File: src/rtl/exhaustive_eval_ctrl.sv
// exhaustive_eval_ctrl: sweeps all 2^NI vectors through a reference and a
// candidate netlist, accumulating Hamming distance and first-failure info.
module exhaustive_eval_ctrl #(
  parameter int NI = 8,
  parameter int NO = 7,
  localparam int ERRW = $clog2(NO * (1 << NI) + 1)
) (
  input  logic            clk,
  input  logic            rst,
  input  logic            start,
  input  logic            abort,
  input  logic [ERRW-1:0] max_err,
  output logic [NI-1:0]   vec,
  input  logic [NO-1:0]   ref_po,
  input  logic [NO-1:0]   cand_po,
  output logic            busy,
  output logic            done,
  output logic [ERRW-1:0] err_count,
  output logic            exceeded,
  output logic [NO-1:0]   fail_mask,
  output logic [NI-1:0]   first_fail_vec,
  output logic            first_fail_valid
);

  typedef enum logic [1:0] {
    IDLE  = 2'd0,
    SWEEP = 2'd1,
    DRAIN = 2'd2,
    DONE  = 2'd3
  } state_t;

  state_t          state_q;
  state_t          state_d;
  logic [NO-1:0]   diff_q;
  logic [NI-1:0]   vec_q;
  logic            diff_vld;
  logic [ERRW-1:0] sum;
  logic            over;
  logic            go;
  logic            sweeping;

  function automatic logic [ERRW-1:0] popcnt(input logic [NO-1:0] d);
    logic [ERRW-1:0] n;
    n = '0;
    for (int i = 0; i < NO; i++) begin
      n = n + ERRW'(d[i]);
    end
    return n;
  endfunction

  assign go       = (state_q == IDLE) && start && !abort;
  assign sweeping = (state_q == SWEEP);
  assign busy     = (state_q == SWEEP) || (state_q == DRAIN);
  assign done     = (state_q == DONE);

  // Next state, running sum and budget comparison
  always_comb begin
    state_d = state_q;
    sum     = err_count + popcnt(diff_q);
    over    = diff_vld && (sum > max_err);
    unique case (state_q)
      IDLE: begin
        if (go) state_d = SWEEP;
      end
      SWEEP: begin
        if (abort)     state_d = IDLE;
        else if (over) state_d = DONE;
        else if (&vec) state_d = DRAIN;
      end
      DRAIN: begin
        if (abort) state_d = IDLE;
        else       state_d = DONE;
      end
      DONE: begin
        state_d = IDLE;
      end
      default: state_d = IDLE;
    endcase
  end

  // State register
  always_ff @(posedge clk) begin
    if (rst) state_q <= IDLE;
    else     state_q <= state_d;
  end

  // Vector counter, capture stage and result accumulation
  always_ff @(posedge clk) begin
    if (rst) begin
      vec              <= '0;
      vec_q            <= '0;
      diff_q           <= '0;
      diff_vld         <= 1'b0;
      err_count        <= '0;
      exceeded         <= 1'b0;
      fail_mask        <= '0;
      first_fail_vec   <= '0;
      first_fail_valid <= 1'b0;
    end else begin
      diff_vld <= sweeping && !abort && !over;
      if (go) begin
        vec              <= '0;
        err_count        <= '0;
        exceeded         <= 1'b0;
        fail_mask        <= '0;
        first_fail_valid <= 1'b0;
      end
      if (sweeping) begin
        diff_q <= ref_po ^ cand_po;
        vec_q  <= vec;
        if (abort || over) vec <= '0;
        else               vec <= vec + NI'(1);
      end
      if (diff_vld) begin
        err_count <= sum;
        fail_mask <= fail_mask | diff_q;
        if ((|diff_q) && !first_fail_valid) begin
          first_fail_vec   <= vec_q;
          first_fail_valid <= 1'b1;
        end
        if (over && !abort) exceeded <= 1'b1;
      end
    end
  end

endmodule

File: config.mk
export PLATFORM = sky130hd
export DESIGN_NAME = exhaustive_eval_ctrl
export DESIGN_NICKNAME = d
export VERILOG_FILES = /design/src/rtl/exhaustive_eval_ctrl.sv
export SDC_FILE = /design/constraint.sdc
export NUM_CORES = 1
export LEC_CHECK = 0
export BUFFER_PORTS_ARGS = -buffer_cell sky130_fd_sc_hd__clkbuf_2
export CORE_MARGIN = 3
export CORE_UTILIZATION = 30
export DETAILED_ROUTE_END_ITERATION = 7
export GPL_ROUTABILITY_DRIVEN = 0
export SLEW_MARGIN = 20
export SYNTH_ARGS = -nofsm -noshare
export SYNTH_HDL_FRONTEND = slang
export SYNTH_SLANG_ARGS = --single-unit
File: constraint.sdc
create_clock -name clk -period 5.6 [get_ports clk]
set_clock_uncertainty 0.2 [all_clocks]
set_input_delay 0 -clock clk [delete_from_list [all_inputs] [get_ports clk]]
set_output_delay 0 -clock clk [all_outputs]
set_load 0.03 [all_outputs]
==> results.tsv <==
metric	value	unit
ir_worst_vdd	0.1264	mV
grt_overflow	0	
rsz0062_at_grt	false	
setup_viol	0	
seq_area_frac_synth	0.3755	
die_area	0.01081	mm^2
numPortBuffers	66	
synthDistinctLibCells	43	
wl_met2	3396	um
synth_nets	388	
wl	7093	um
final_cell_area	0.003625	mm^2
slowest_stage	fa_1	
layout.nets	469	
synthFlopType	dfxtp_1	
max_slew_margin	0.3875	
track_usage	0.1353	
finalCritPeriodShare	0.9433	
clkSlewWorstSetupHoldPaths	100	ps
drc	0	
synth_area	0.002879	mm^2
cpMostUsedCell	fa_1	
wl_per_cell	13.09	um
synth_warnings	0	
finalCriticalPeriod	5282	ps
critPathCaptureType	flop	
fmax	189.3	MHz
num_vias	2541	
nFillCells	976	
synth-edff-count	0	
initial_core_util	0.3101	
critPathArrivalTime	5340	ps
die_w	104.0	um
syn_avg_cell_area	8.698	um^2
critPathLaunchType	flop	
cp_max_fo	9	
vias_per_cell	4.688	
core-area	0.009284	mm^2
die_h	104.0	um
drt_iter0_markers	93	
ant_nets	0	
grt_max_degree	49	
crit_path_cell_trace	fa_1 > inv_1 > fa_1 > fa_1 > inv_1 > ha_1 > fa_1 > a21o_1 > a21oi_1 > and3b_1 > xor2_1 > ha_1 > a211o_1 > a2111o_1 > a211o_1 > a21oi_4 > a21o_1 > a22o_1	
dr.pass1.iters	4	
clkLatencyLatePin	310	ps
cts_resized	0	
num_antenna_cells	0	
wl_met1	3292	um
antenna_found_initial	0	
syn_inst	331	
outcome	completed	
htreeDepth	2	
wl_met3	329	um
final_core_util	0.3904	
async_flop_share	0	
cts_buffer_depth	2	
top_layer	met4	
cts.root.buffer_cell	clkbuf_8	
io-pin-count	67	
numCtsBuffers	5	
slowest_delay	530	ps
grt_pass1_wl	12260	um
tightest_slew	917.0	ps
setup-tns-final	0	ps
finalMaxSlewViolations	0	
areaGrowthSynthToFinish	25.90	%
drv_cap	0	
power.leakage	0.001695	uW
hold_path_class	input port to flop	
drive_gt1_frac	0.1985	
hpwl	5107	um
num_rows	35	
placed_cell_area	0.003347	mm^2
ys_ff_latch	54	
grt_pass1_vias	2504	
cts.sinks	54	
power.density	283.7	mW/mm^2
crit_type	flop to flop	
cp.required	5660	ps
cts_tree	done	
hold_viol	0	
==> worst max-delay path, delay by kind of cell, from the launching register on <==
kind            cells  cell delay, ps
xor+xnor            1             150
fa+ha+maj           6            2380
simple gates        1             200
flops               1             350
compound gates      8            1860
buf+inv             2              90
==> through the flow <==
stage	setup slack, ps	total power, uW	instances	hold slack [ps]
after floorplan	222.3	689.1	331	-114.8
after global placement	424.0	771.8	516	105.7
after detailed placement	291.2	777.7	516	107.2
after CTS	251.8	1038	539	30.84
after global routing	19.14	1117	542	57.38
final	317.6	1028	542	18.92
==> layer usage <==
layer	up-vias	GRT usage
li1	1304	-
met1	1175	0.1761
met2	56	0.2298
met3	6	0.02545
met4	0	0.03609
met5	-	0
==> where the power goes <==
part / total (uW) / switching, uW / internal, uW
sequential: 443 / 35.0 / 408
combinational: 340 / 196 / 144
clock: 246 / 132 / 114
total: 1030 / 363 / 665
==> cells in the mapped netlist (2+ instances only) <==
library cell	n	area [um^2]
nor3_1	4	20.02
a22o_1	3	26.28
inv_1	27	101.4
clkbuf_1	7	26.28
and3_1	10	62.56
nor2_1	54	202.7
nand4_1	3	18.77
mux2i_1	17	170.2
nand3_1	8	40.04
buf_2	2	10.01
a22oi_1	3	22.52
o21ai_1	3	15.01
o21ai_0	3	15.01
ha_1	24	300.3
xnor2_1	12	105.1
buf_1	4	15.01
or3_1	2	12.51
a211oi_1	10	75.07
nand3b_1	4	30.03
a21oi_1	29	145.1
a21o_1	5	37.54
nand2_1	14	52.55
a211o_1	2	17.52
dfxtp_1	54	1081
xor2_1	6	52.55
fa_1	4	80.08
==> final cells by class <==
class | instances | area (um^2) | share of cell area
Clock buffer | 7 | 96.34 | 0.02658
Clock inverter | 1 | 8.758 | 0.002416
Inverter | 27 | 101.3 | 0.02796
Multi-Input combinational cell | 237 | 1650 | 0.4553
Sequential cell | 54 | 1081 | 0.2982
Tap cell | 129 | 161.4 | 0.04453
Timing Repair Buffer | 87 | 525.5 | 0.1450
==> state kept, by name, summed over array words and instances, names as in the netlist <==
name,cells
vec_q,8
exceeded,1
first_fail_valid,1
err_count,11
first_fail_vec,8
state_q,2
vec,8
diff_q,7
fail_mask,7
diff_vld,1
==> kinds of logic (layout without fill, tap and decap cells) <==
group           count (synthesis)  count (layout)  synth area share
mux                            17              17           0.05910
buf+inv                        40             122           0.05302
simple gates                  106             106            0.1712
fa+ha+maj                      28              28            0.1321
compound gates                 68              68            0.1543
xor+xnor                       18              18           0.05476
flops                          54              54            0.3755
==> worst paths after layout <==
path	cells past startpoint	to	slack, ps	start
worst min register to register	2	fail_mask[3]	280	fail_mask[3]
worst max register to register	18	vec[2]	320	err_count[0]
worst min-delay path	3	vec_q[7]	20	rst
worst max-delay path	18	vec[2]	320	err_count[0]
==> repair_timing <==
item / in CTS / in global routing
hold buffers: 15 / 0
setup buffers: 0 / 3
endpoints found under the hold margin: 10 / 0
endpoints found under the setup margin: 0 / 1
==> layout by cell type, fill, tap and decap left out, types with 5 or more instances in the layout <==
master	Yosys	routed
clkbuf_8	0	7
dfxtp_1	54	54
xnor2_1	12	12
nor2_1	54	54
dlygate4sd3_1	0	15
inv_1	27	27
buf_4	0	6
xor2_1	6	6
a21o_1	5	5
nand3_1	8	8
clkbuf_2	0	66
and3_1	10	10
a21oi_1	29	29
ha_1	24	24
nand2_1	14	14
mux2i_1	17	17
a211oi_1	10	9
No activity file was read; power rests on OpenSTA's default activity.
